<file path="config.mk">
export PLATFORM = sky130hd
export DESIGN_NAME = serial_modulo_detector
export DESIGN_NICKNAME = d
export VERILOG_FILES = /design/src/rtl/serial_modulo_detector.sv
export SDC_FILE = /design/constraint.sdc
export NUM_CORES = 1
export LEC_CHECK = 0
export BUFFER_PORTS_ARGS = -buffer_cell sky130_fd_sc_hd__buf_2
export CORE_UTILIZATION = 39
export CTS_CLUSTER_DIAMETER = 120
export DETAILED_ROUTE_END_ITERATION = 16
export PLACE_DENSITY = 0.64
export SYNTH_ARGS = -nofsm -noshare
export SYNTH_HDL_FRONTEND = slang
export SYNTH_SLANG_ARGS = --single-unit
</file>
<file path="constraint.sdc">
create_clock -name clk -period 5.7 [get_ports clk]
set_input_delay 0.285 -clock clk [delete_from_list [all_inputs] [get_ports clk]]
set_output_delay 0.285 -clock clk [all_outputs]
set_load 0.05 [all_outputs]
</file>
<file path="src/rtl/serial_modulo_detector.sv">
// serial_modulo_detector: tracks a serial frame's value modulo DIVISOR, MSB- or LSB-first.
// Define SERIAL_MOD_MATCH_CNT_EN to add the match_count output.
module serial_modulo_detector #(
  parameter int DIVISOR = 3,
  parameter int RW = $clog2(DIVISOR),
  parameter int CNT_W = 8
) (
  input  logic             clk,
  input  logic             rst,
  input  logic             in_valid,
  input  logic             in,
  input  logic             frame_start,
  input  logic             lsb_first,
  output logic             out,
  output logic             out_valid,
  output logic [RW-1:0]    residue,
  output logic [CNT_W-1:0] bit_count
`ifdef SERIAL_MOD_MATCH_CNT_EN
  ,
  output logic [CNT_W-1:0] match_count
`endif
);
  typedef enum logic {IDLE, RUN} state_t;
  localparam logic [RW:0] DV = (RW+1)'(DIVISOR);
  state_t state;
  logic order, lsb;
  logic [RW-1:0] w, base_r, base_w, nr, nw;
  logic [RW:0] sum, dbl;
  logic [CNT_W-1:0] base_cnt, ncnt;
  // frame_start substitutes a fresh frame as the base so a same-cycle bit is its first bit
  always_comb begin
    base_r = frame_start ? '0 : residue;
    base_w = frame_start ? RW'(1) : w;
    lsb = frame_start ? lsb_first : order;
    base_cnt = frame_start ? '0 : bit_count;
    sum = lsb ? {1'b0, base_r} + (in ? {1'b0, base_w} : '0) : {base_r, in};
    dbl = {base_w, 1'b0};
    nr = RW'(sum >= DV ? sum - DV : sum);
    nw = RW'(dbl >= DV ? dbl - DV : dbl);
    ncnt = &base_cnt ? base_cnt : base_cnt + CNT_W'(1);
  end
  assign out_valid = state == RUN;
`ifdef SERIAL_MOD_MATCH_CNT_EN
  logic [CNT_W-1:0] base_m;
  always_comb base_m = frame_start ? '0 : match_count;
  always_ff @(posedge clk or posedge rst)
    if (rst) match_count <= '0;
    else if (in_valid) match_count <= (nr == '0 && !(&base_m)) ? base_m + CNT_W'(1) : base_m;
    else if (frame_start) match_count <= '0;
`endif
  always_ff @(posedge clk or posedge rst) begin
    if (rst) begin
      residue <= '0;
      w <= RW'(1);
      bit_count <= '0;
      out <= 1'b1;
      state <= IDLE;
      order <= 1'b0;
    end else begin
      if (frame_start) order <= lsb_first;
      if (in_valid) begin
        residue <= nr;
        w <= lsb ? nw : base_w;
        bit_count <= ncnt;
        out <= nr == '0;
        state <= RUN;
      end else if (frame_start) begin
        residue <= '0;
        w <= RW'(1);
        bit_count <= '0;
        out <= 1'b1;
        state <= IDLE;
      end
    end
  end
endmodule

</file>
Word level (Yosys, flattened, before mapping)
Cells that the tools add are included.
W data, S select, Z words.
- bits in registers: 15
- bits in latches: 0
- bits in writable memories: 0
- bits in read-only memories: 0
- input bits: 6
- output and inout bits: 12
- logic and storage cells: 32
- memories: 0
- add/sub/neg operators: 4
- $mul: 0
- div/mod/pow operators: 0
- $lt $le $gt $ge: 2
- eq/ne operators: 0
- shift-type cells: 0
- mux-type cells: 17
- bitwise operators: 0
- reduce and logical (&&, ||, !) cells: 3
- operators by type and width (kind ; count):
    $mux W8 ; 3
    $mux W2 ; 8
    $add A8 B1 Y8 const B ; 1
    $reduce_and A8 Y1 ; 1
    $ge A3 B2 Y1 const B ; 2
    $mux W1 ; 5
    $sub A2 B2 Y2 const B ; 2
    $add A2 B2 Y3 ; 1
    $mux W3 ; 1
    $logic_not A2 Y1 ; 1
    $reduce_bool A2 Y1 ; 1

Depth between registers and ports, before layout
Gate-level depths: netlist (run 1).
- depth in word-level cells: 8
- depth in mapped cells: 13
- depth with buffers taken out: 11

Worst setup path before layout (run 1)
Ideal clock, no wire load.
- path kind: reg-to-reg
- from: register residue[0]
- to: register residue[1]
- library setup time: 0.120 ns
- arrival: 2.676 ns
- data required time: 5.580 ns
- slack: 2.904 ns
- stages on the path, launching flop included: 11
- path buffers: 0
- clock period less this slack: 2.796 ns
- cells stage by stage: dfrtp_1 -> nor2b_1 -> ha_1 -> fa_1 -> mux2i_1 -> o21ai_0 -> ha_1 -> a31oi_1 -> o21ai_0 -> or2_2 -> a31o_1
- word-level cells in the longest chain between the ends: 6
- elaborated cells between the ends (all ways): 7
- those cells by class: add/sub: 2; order compare: 1; mux: 4
- RTL lines (item ; RTL line ; source):
    start, declared ; 16 ; output logic [RW-1:0] residue,
    start signal, assigned ; 62 ; residue <= nr;
    $mux W2 * ; n/a ;
    $add A2 B2 Y3 ; 36 ; sum = lsb ? {1'b0, base_r} + (in ? {1'b0, base_w} : '0) : {base_r, in};
    $mux W3 * ; 36 ;
    $ge A3 B2 Y1 / $sub A2 B2 Y2 (equally long branches) ; 38 ; nr = RW'(sum >= DV ? sum - DV : sum);
    $mux W2 * ; 38 ;
    $mux W2 * ; 61 ; if (in_valid) begin
Mark *: on every way between the ends. The rest lies on a longest branch, timed or not.
A chain may end at the register's enable or synchronous reset.

Final worst setup path (run 1)
- from: register w[0]
- to: register residue[1]
- word-level cells in the longest chain between the ends: 7
- elaborated cells between the ends (all ways): 8
- those cells by class: add/sub: 2; order compare: 1; mux: 5
- RTL lines (item ; RTL line ; source):
    start, declared ; 27 ; logic [RW-1:0] w, base_r, base_w, nr, nw;
    start signal, assigned ; 63 ; w <= lsb ? nw : base_w;
    $mux W2 * ; n/a ;
    $mux W2 * ; 36 ;
    $add A2 B2 Y3 * ; 36 ;
    $mux W3 * ; 36 ;
    $ge A3 B2 Y1 / $sub A2 B2 Y2 (equally long branches) ; 38 ;
    $mux W2 * ; 38 ;
    $mux W2 * ; 61 ;
Marks and branches as above.

==> run metrics, run 1 <==
WP buf/inv=0; clock slew seen by the registers of the worst setup and hold paths=90 ps; most common cell after layout, fill and taps aside=buf_2; Routed Antenna Nets=0; DR pass1 iterations=4; Yosys reg bits=15; CTS tree=done; crit path kind=reg -> reg; share of cells above drive strength 1=between 20% and 30%; initial antenna violation count=0; RSZ-0062 raised after global routing=false; CTS Buffer Depth=2; Max Clock Skew=approximately 5.4 ps; crit end category=flip-flop; filler cell count=203; Die Wd=49.86 um; reg2reg end=residue[1]$_DFF_PP0_; Gate Count Post-Synth=93; unique cell type count in the Yosys netlist=31; core area=roughly 2100 um2; Critical Path Source=w[0]$_DFF_PP1_; postcts setup bufs=0; Pleak=0.5147 nW; Inserted Clock Buffers=3; startpoint types=flip-flop; largest net degree at the start of global routing=20; Setup Total Neg Slack=0 ps; Num Clock Sinks=15; die height=49.86 um; vias in the first global route=between 600 and 700; CP Depth=11; Pwr Density=~270 nW/um2; Least-Margin Pin Slew=approximately 560 ps; Final Hold Viols=0; Tmin final=approximately 2800 ps; Yosys warning count=0; Avg Vias per Cell=5.304; commonest cells after routing, fill and taps aside=buf_2, dfrtp_1, nand2_1; final setup violating endpoints=0; Highest Clock Rate=0.3526 GHz; # rows=16; Worst Setup EP=residue[1]$_DFF_PP0_; Place WS=~2700 ps; I/O pin count=18; nets@finish=~120; DR WL/cell=around 13 um; status=completed; crit-path leading delay family=adder cells; Area Growth Syn to Fin=14.01%; CP max stage delay=530 ps; gr usage total=around 16%; first-pass GRT wire length=approximately 3000 um; Post-CTS Resized=0; clock root buffer=clkbuf_4; area of the die=approximately 2500 um2; Slew Viols, Final=0; reg-to-reg slack, setup=about 2900 ps; Initial Util=43.33%; DRC=0; top cell type's share of synthesized area=a little over a third; DR vias=732; cts hold-fix bufs=0; drt total wl=1785 um; Crit path arrival time=about 3000 ps; WP data required=between 5000 and 6000 ps; crit-path cells=nor2_1 -> nor2b_1 -> ha_1 -> fa_1 -> mux2i_1 -> o21ai_0 -> ha_1 -> a31oi_1 -> o21ai_0 -> or2_2 -> a31o_1; Mapped Avg Cell Area=~9.6 um2; max_cap viols=0; Core Util, Final=49.39%; grt ovf=0; H-tree depth=1; reg2reg path depth=11; Max VDD drop=between 0.0001 and 0.00015 V; CP Max Fanout=5; Hold Path Class=in -> async; cell taking the most area after synthesis=dfrtp_1; Worst path slowest cell=dfstp_2; syn_nets=103; hold_ws=40.71 ps; Seq/Total Area, Yosys=between 40% and 50%; placed wire-length estimate=approximately 1300 um; IO Port Bufs=17; # diodes=0; r2r startpoint=w[0]$_DFF_PP1_; Mapped Area=893.4 um2; GP Congestion=just under 0.8; top post-synthesis cells by area=dfrtp_1, mux2i_1, dfstp_2; initial DRC count=9; Rel. slew slack=62.09%; min setup slack post-route=approximately 2900 ps; crit share post-route=about half; Clock Latency Late Sink=approximately 280 ps
[cell families (layout without fill, tap and decap cells)]
kind of cell	Yosys count	in the layout	synth area share, %
DFF	15	15	42.30
muxes	8	8	9.943
and+or+nand+nor	38	38	21.99
adders and majority gates	4	4	6.443
buffers and inverters	8	26	4.341
xor gates and xnor gates	3	3	2.942
AOI/OAI and AO/OA	17	17	12.04
[worst min path at each step]
stage / end / slack, ps / cells past startpoint
after floorplan: bit_count[0]$_DFF_PP0_ / 190 / 1
after global placement: bit_count[7]$_DFF_PP0_ / 380 / 2
after detailed placement: out_valid$_DFFE_PP0P_ / 370 / 2
after CTS: out_valid$_DFFE_PP0P_ / 50 / 2
after global routing: out_valid$_DFFE_PP0P_ / 80 / 2
final: bit_count[4]$_DFF_PP0_ / 40 / 2
[area by class of cell]
cell class	instances	area [um2]	area share, %
Clock buffer	4	26.28	2.580
Inverter	5	18.77	1.843
Multi-Input combinational cell	70	476.7	46.81
Sequential cell	15	377.9	37.10
Tap cell	27	33.78	3.317
Timing Repair Buffer	17	85.08	8.354
[power breakdown]
part / leakage [nW] / total, mW / switching (mW) / internal, mW
Combinational: 0.310 / 0.0861 / 0.0583 / 0.0278
Clock: 0.0150 / 0.0606 / 0.0334 / 0.0272
Sequential: 0.190 / 0.126 / 0.00756 / 0.118
[cells in the mapped netlist, drive strengths merged]
library cell   n
o31ai          1
or3            2
mux2           1
dfstp          2
nand3          3
a21o           1
o221ai         1
fa             1
buf            2
o21ai          6
o31a           1
a31o           1
nand3b         2
or2            1
inv            5
dfrtp         13
and3           3
o2111ai        1
nor2b          7
mux2i          7
nand4          4
nand2          9
ha             3
a21oi          3
xnor2          3
a31oi          2
clkbuf         1
nor2           7
[per-layer routing]
| metal | vias to the layer above | global-route usage [%] | share of wire (%) | wire length [um] |
|---|---|---|---|---|
| met3 | 2 | 2.778 | 5.9 | 106 |
| li1 | 364 | - | - | - |
| met2 | 21 | 25.45 | 44 | 785 |
| met1 | 345 | 22.37 | 49 | 879 |
| met5 | - | 0 | 0 | 0 |
| met4 | 0 | 5.714 | 0.73 | 13 |
[through the flow]
| stage | cells | power [mW] | area, um2 |
|---|---|---|---|
| 6_report | 138 | 0.2724 | 1018 |
| 5_1_grt | 138 | 0.2905 | 1018 |
| 4_1_cts | 138 | 0.2755 | 1018 |
| 3_5_place_dp | 134 | 0.2138 | 992.2 |
| 3_3_place_gp | 134 | 0.2119 | 992.2 |
| 2_1_floorplan | 93 | 0.1955 | 893.4 |
[registers in the layout (all words and copies together) (netlist names)]
register / flops
w: 2
out: 1
bit_count: 8
out_valid: 1
order: 1
residue: 2
(Power assumes the default switching activity.)
==> run 2: changes to the inputs <==
ABC_AREA = 1   (was not set)
PLACE_DENSITY = 0.65   (was 0.64)
clock period = 2.4 ns   (was 5.7 ns; I/O delays follow)
==> run 2 against run 1 <==
  * Total power grew 130%
  * Global-route usage shrank 0.21 points
  * Clock skew shrank 4.5 ps
  * Cell count grew 28%
  * Die area grew 11%
  * Routed wire length grew 6.8%
  * Design area grew 12%
  * Utilization shrank 0.068 points
  * Non-clock buffer count grew 2
  * Synthesized cell count grew 38%
  * Critical path depth grew 4
  * Via count grew 14%
  * Critical endpoint is now out$_DFFE_PP1P_
==> run metrics, run 2 <==
crit-path leading delay family=adder cells; Top cell by count, worst path=nand2_1; Max Clock Skew=0.8775 ps (-4.502 ps); reg2reg end=out$_DFFE_PP1P_; startpoint types=flip-flop; met3 Usage GRT=2.609% (-0.17 points); min setup slack post-route=182.0 ps (-2682 ps); CP Depth=15 (+4); crit share post-route=92.41% (+43 points); # rows=17 (+1); Seq pwr share=46.5% (+0.4 points); final setup violating endpoints=0 (unchanged); Area Growth Syn to Fin=14.54%; GP Congestion=0.7745 (+0.28%); Num Clock Sinks=15 (unchanged); crit path kind=reg -> reg; r2r startpoint=w[0]$_DFF_PP1_; Slew Viols, Final=0 (unchanged); CTS tree=done; reg2reg path depth=15 (+4); syn_nets=138 (+34%); WP data required=2620 ps (-3260 ps); top post-synthesis cells by area=dfrtp_1, nand2_1, inv_1; Die Wd=52.60 um (+5.5%); power share of the combinational group=30.0% (-1.6 points); Yosys reg bits=15 (unchanged); clock power share=23.5% (+1.2 points); Sw Ratio=37.03% (+0.59 points); GR Util met1=18.66% (-3.7 points); Critical Path Source=w[0]$_DFF_PP1_; placed wire-length estimate=1459 um (+9.4%); sw power=0.2317 mW (+130%); Pwr Density=547.1 nW/um2 (+100%); commonest cells after routing, fill and taps aside=nand2_1, inv_1, buf_2; clock root buffer=clkbuf_4; gr usage total=16.03% (-0.21 points); Gate Count Post-Synth=128 (+38%); Synth Area in XOR/XNOR=3.509% (+0.57 points); core area=2318 um2 (+12%); initial antenna violation count=0 (unchanged); most common cell after layout, fill and taps aside=nand2_1; Crit path arrival time=2440 ps (-580 ps); DR vias=834 (+14%); drt total wl=1906 um (+6.8%); nets@finish=160 (+31%); Worst path slowest cell=dfstp_2; Top reg by flops=bit_count; area of the die=2766 um2 (+11%); initial DRC count=12 (+3); Initial Util=43.07% (-0.26 points); Synth Flop Type=dfrtp_1; crit end category=flip-flop; Place WS=188.9 ps (-2546 ps); Setup Total Neg Slack=0 ps (unchanged); top cell type's share of synthesized area=32.58% (-3.8 points); GR Util met2=29.32% (+3.9 points); # diodes=0 (unchanged); Post-synth ARST share=100.0% (unchanged); unique cell type count in the Yosys netlist=26 (-16%); Pint=0.3940 mW (+130%); mux contribution to synthesized area=0% (-9.9 points); adder-cell share of the synthesized area=5.764% (-0.68 points); Routed Antenna Nets=0 (unchanged); share of cells above drive strength 1=28.19% (+5.7 points); Tmin final=2218 ps (-618.1 ps); I/O pin count=18 (unchanged); biggest regs=bit_count (8), residue (2), w (2); Avg Vias per Cell=4.712 (-11%); max_cap viols=0 (unchanged); crit-path cells=nor2_1 -> nor2_1 -> ha_1 -> fa_1 -> nand2_1 -> nand2_2 -> ha_1 -> inv_1 -> nand2_1 -> inv_1 -> nand2_2 -> o21ai_0 -> nand2_1 -> nand3_1 -> nand2_1; Final Hold Viols=0 (unchanged); die height=52.60 um (+5.5%); status=completed; Pleak=0.6139 nW (+19%); Hold Path Class=in -> reg; Yosys warning count=0 (unchanged); post-synthesis compound-gate area fraction=9.148% (-2.9 points); Seq/Total Area, Yosys=37.84% (-4.5 points); Mapped Avg Cell Area=7.800 um2 (-19%); cell taking the most area after synthesis=dfrtp_1; DR WL/cell=10.77 um (-17%); busiest grt layer=met2; Simple-Gate Fraction of Synth Area=33.21% (+11 points); cell with the most instances after synthesis=nand2_1; Inserted Clock Buffers=3 (unchanged); CP max stage delay=530 ps (about the same); Largest register FFs=8 (unchanged); Highest Clock Rate=0.4509 GHz (+28%); clock slew seen by the registers of the worst setup and hold paths=90 ps (about the same); H-tree depth=1 (unchanged); CTS Buffer Depth=2 (unchanged); WP buf/inv=2 (+2); vias in the first global route=797 (+16%); Worst Setup EP=out$_DFFE_PP1P_; reg-to-reg slack, setup=180 ps (-2680 ps); grt ovf=0 (unchanged); first-pass GRT wire length=3236 um (+6.6%); Clock Latency Late Sink=280 ps (about the same); postcts setup bufs=0 (unchanged); Mapped Area=998.5 um2 (+12%); CP Max Fanout=4 (-1); RSZ-0062 raised after global routing=false; largest net degree at the start of global routing=16 (-20%); Post-synth EDFFs=0 (unchanged); largest family of logic cells by synthesized area=simple AND/OR/NAND/NOR gates; Least-Margin Pin Slew=607.3 ps (+43.54 ps); Max VDD drop=0.0002873 V (+120%); Rel. slew slack=59.47% (-2.6 points); DR pass1 iterations=4 (unchanged); DRC=0 (unchanged); IO Port Bufs=17 (unchanged); synth cell count leaders=nand2_1, inv_1, nor2_1
[run 2: cell types whose count changed after synthesis, moves of 3 or more]
cell,change
nor2_2,+4
inv_2,+3
nand2_2,+3
nand4_1,-3
nor2b_1,-7
nand2_1,+21
nand2_4,+3
mux2i_1,-6
inv_1,+15
o21ai_0,+4
nor2_1,+8
and3_1,-3
[run 2: routing by layer]
| layer | wire length (um) | up-vias |
|---|---|---|
| met5 | 0 | - |
| met4 | 10 | 0 |
| met2 | 970 | 12 |
| met1 | 879 | 388 |
| met3 | 46 | 2 |
| li1 | - | 432 |
[run 2: worst min-delay path by stage]
stage | startpoint | to | slack, ps | cells after the start
floorplan | rst | bit_count[0]$_DFF_PP0_ | 20 | 1
finish | lsb_first | order$_DFF_PP0_ | 110 | 3
detailed placement | rst | w[1]$_DFF_PP0_ | 230 | 2
global route | lsb_first | order$_DFF_PP0_ | 90 | 3
global placement | rst | bit_count[1]$_DFF_PP0_ | 210 | 2
CTS | lsb_first | order$_DFF_PP0_ | 100 | 3
[run 2: logic make-up (layout without fill, tap and decap cells)]
kind of cell / after synthesis / count (layout)
AOI/OAI and AO/OA: 15 / 15
xor gates and xnor gates: 4 / 4
adders and majority gates: 4 / 4
buffers and inverters: 25 / 46
DFF: 15 / 15
and+or+nand+nor: 65 / 65
[run 2: cell type report]
cell class,instances,area (um2)
multi-input combinational,88,515.5
timing repair buffer,19,102.6
inverter,23,86.33
clock buffer,4,26.28
fill,242,1175
tap,28,35.03
sequential,15,377.9
[run 2: worst reg2reg max path, stage by stage (launching register included)]
cell and delay (ps):
dfstp_2 530, nor2_1 50, nor2_1 90, ha_1 170, fa_1 410, nand2_1 90, nand2_2 60, ha_1 180
inv_1 50, nand2_1 40, inv_1 60, nand2_2 60, o21ai_0 150, nand2_1 90, nand3_1 70, nand2_1 50
[run 2: per-stage QoR]
step / power [mW] / hold WS, ps / utilization, % / std cells / instance area, um2
2_1_floorplan: 0.4440 / 20.05 / - / 128 / 998.5
3_3_place_gp: 0.4801 / 214.4 / 47.76 / 172 / 1107
3_5_place_dp: 0.4846 / 233.7 / 47.76 / 172 / 1107
4_1_cts: 0.6365 / 98.78 / 49.33 / 177 / 1144
5_1_grt: 0.6691 / 94.81 / 49.33 / 177 / 1144
6_report: 0.6257 / 106.6 / 49.33 / 177 / 1144
[run 2: repair_timing]
action,4_1_cts,5_1_grt
hold buffers,1,0
endpoints found under the hold margin,13,0
setup endpoints to repair,0,0
gates resized for setup,0,0
[run 2: power groups by stage]
stage                     clock network [mW]  logic [mW]  registers (mW)
after floorplan                            0      0.0890           0.355
after global placement                     0       0.185           0.295
after detailed placement                   0       0.188           0.296
after CTS                              0.155       0.190           0.291
after global routing                   0.168       0.207           0.294
final                                  0.147       0.188           0.291
==> run 3: changes to the inputs <==
PLACE_DENSITY = 0.63   (was 0.65)
clock period = 2.3 ns   (was 2.4 ns; I/O delays follow)
==> run 3 against run 2 <==
  * Combinational power up 9%
  * Critical path depth up 1
  * Clock power up 5%
  * Routed wire length rose by 1.8%
  * Sequential power up 4%
  * Worst setup slack worse by 46 ps
==> run metrics, run 3 (same netlist as run 2, synthesis figures left out) <==
largest net degree at the start of global routing=16 (unchanged); CTS tree=done; Pleak=0.6161 nW (+0.36%); crit end category=flip-flop; Highest Clock Rate=0.4620 GHz (+2.5%); commonest cells after routing, fill and taps aside=nand2_1, inv_1, buf_2; filler cell count=240 (-0.83%); fin area=1169 um2 (+2.2%); WP data required=2540 ps (-80 ps); Routed Antenna Nets=0 (unchanged); Max VDD drop=0.0002711 V (-5.7%); Num Clock Sinks=15 (unchanged); Place WS=120.9 ps (-67.97 ps); crit-path cells=nor2_2 -> nor2_1 -> ha_2 -> fa_1 -> nand2_1 -> nand2_2 -> ha_4 -> inv_2 -> nand2_1 -> inv_1 -> nand2_2 -> nor2_1 -> nor2_1 -> nand2_1 -> nand3_1 -> nand2_1; startpoint types=flip-flop; gr usage total=16.30% (+0.27 points); drt total wl=1940 um (+1.8%); CP Max Fanout=4 (unchanged); H-tree depth=1 (unchanged); Sw Ratio=37.20% (+0.17 points); reg2reg path depth=16 (+1); Clock Latency Late Sink=290 ps (about the same); Worst path slowest cell=dfstp_2; nets@finish=161 (+0.63%); Top reg by flops=bit_count; Initial Util=43.07% (unchanged); IO Port Bufs=17 (unchanged); Die Wd=52.60 um (unchanged); RSZ-0062 raised after global routing=true; # rows=17 (unchanged); crit path kind=reg -> reg; Pwr Density=568.3 nW/um2 (+3.9%); sw power=0.2470 mW (+6.6%); Slew Viols, Final=0 (unchanged); I/O pin count=18 (unchanged); CTS Buffer Depth=2 (unchanged); grt ovf=0 (unchanged); final setup violating endpoints=0 (unchanged); Area Growth Syn to Fin=17.04%; r2r startpoint=w[0]$_DFF_PP1_; Hold Path Class=in -> reg; total power=0.6641 mW (+6.1%); Inserted Clock Buffers=3 (unchanged); crit-path leading delay family=simple AND/OR/NAND/NOR gates; Seq pwr share=45.8% (-0.7 points); Least-Margin Pin Slew=589.6 ps (-17.71 ps); CP max stage delay=530 ps (about the same); biggest regs=bit_count (8), residue (2), w (2); # diodes=0 (unchanged); min setup slack post-route=135.7 ps (-46.38 ps); vias in the first global route=811 (+1.8%); Final Hold Viols=0 (unchanged); crit share post-route=94.10% (+1.7 points); CP Depth=16 (+1); area of the die=2766 um2 (unchanged); Rel. slew slack=60.65% (+1.2 points); Tmin final=2164 ps (-53.62 ps); placed cell area=1107 um2 (unchanged); DR WL/cell=10.90 um (+1.2%); clock slew seen by the registers of the worst setup and hold paths=90 ps (about the same); DR pass1 iterations=4 (unchanged); clock root buffer=clkbuf_4; WP buf/inv=2 (unchanged); Top cell by count, worst path=nand2_1; Pint=0.4171 mW (+5.9%); DRC=0 (unchanged); core area=2318 um2 (unchanged); GP Congestion=0.7330 (-5.4%); Largest register FFs=8 (unchanged); Avg Vias per Cell=4.770 (+1.2%); share of cells above drive strength 1=31.33% (+3.1 points); WHS Path Cells=3 (unchanged); hold path startpoint=lsb_first; placed wire-length estimate=1451 um (-0.56%); Crit path arrival time=2400 ps (-40 ps); first-pass GRT wire length=3208 um (-0.87%); status=completed; initial DRC count=7 (-5); power share of the combinational group=30.9% (+0.9 points); Max Clock Skew=3.397 ps (+2.520 ps); clock power share=23.4% (about the same); most common cell after layout, fill and taps aside=nand2_1; DR vias=849 (+1.8%); Critical Path Source=w[0]$_DFF_PP1_; die height=52.60 um (unchanged); max_cap viols=0 (unchanged); initial antenna violation count=0 (unchanged)
## run 3: power by group through the flow
stage	Clock [mW]	Sequential [mW]	Combinational, mW
floorplan	0	0.370	0.0928
global placement	0	0.308	0.193
detailed placement	0	0.309	0.195
CTS	0.163	0.304	0.197
global route	0.177	0.307	0.225
finish	0.155	0.304	0.205
## run 3: stage by stage
step | util [%] | setup TNS, ps | cells | hold slack [ps]
after floorplan | - | 0 | 128 | 15.05
after global placement | 47.76 | 0 | 172 | 208.6
after detailed placement | 47.76 | 0 | 172 | 213.5
after CTS | 49.33 | 0 | 177 | 90.78
after global routing | 50.40 | -3.960 | 178 | 86.93
final | 50.40 | 0 | 178 | 101.4
## run 3: worst paths after layout
kind / slack (ps) / endpoint
min in group asynchronous: 420 / bit_count[4]$_DFF_PP0_
worst min-delay path: 100 / order$_DFF_PP0_
worst max-delay path: 140 / out$_DFFE_PP1P_
worst min register to register: 470 / out$_DFFE_PP1P_
worst max register to register: 140 / out$_DFFE_PP1P_
max in group asynchronous: 1490 / bit_count[3]$_DFF_PP0_
## run 3: cell type report
type,count,area [um2],area share (%)
tap,28,35.03,2.998
inverter,23,86.33,7.388
clock buffer,4,26.28,2.248
timing repair buffer,20,110.1,9.422
multi-input combinational,88,533.0,45.61
sequential,15,377.9,32.33
## run 3: tightest hold or removal path: cells and delay by family
kind,cells,cell delay (ps)
and+or+nand+nor,2,140
buffers and inverters,1,100
## run 3: repair_timing
action / 4_1_cts / 5_1_grt
hold buffers: 1 / 0
hold endpoints to repair: 13 / 0
setup endpoints to repair: 0 / 2
buffers inserted: 0 / 1
resized for setup: 0 / 7
## run 3: per-layer routing
metal	global-route usage (%)	up-vias	part of all wire, %
met2	29.32	18	49
li1	-	434	-
met4	9.211	0	2.7
met3	4.058	7	4.3
met5	0	-	0
met1	16.94	390	44
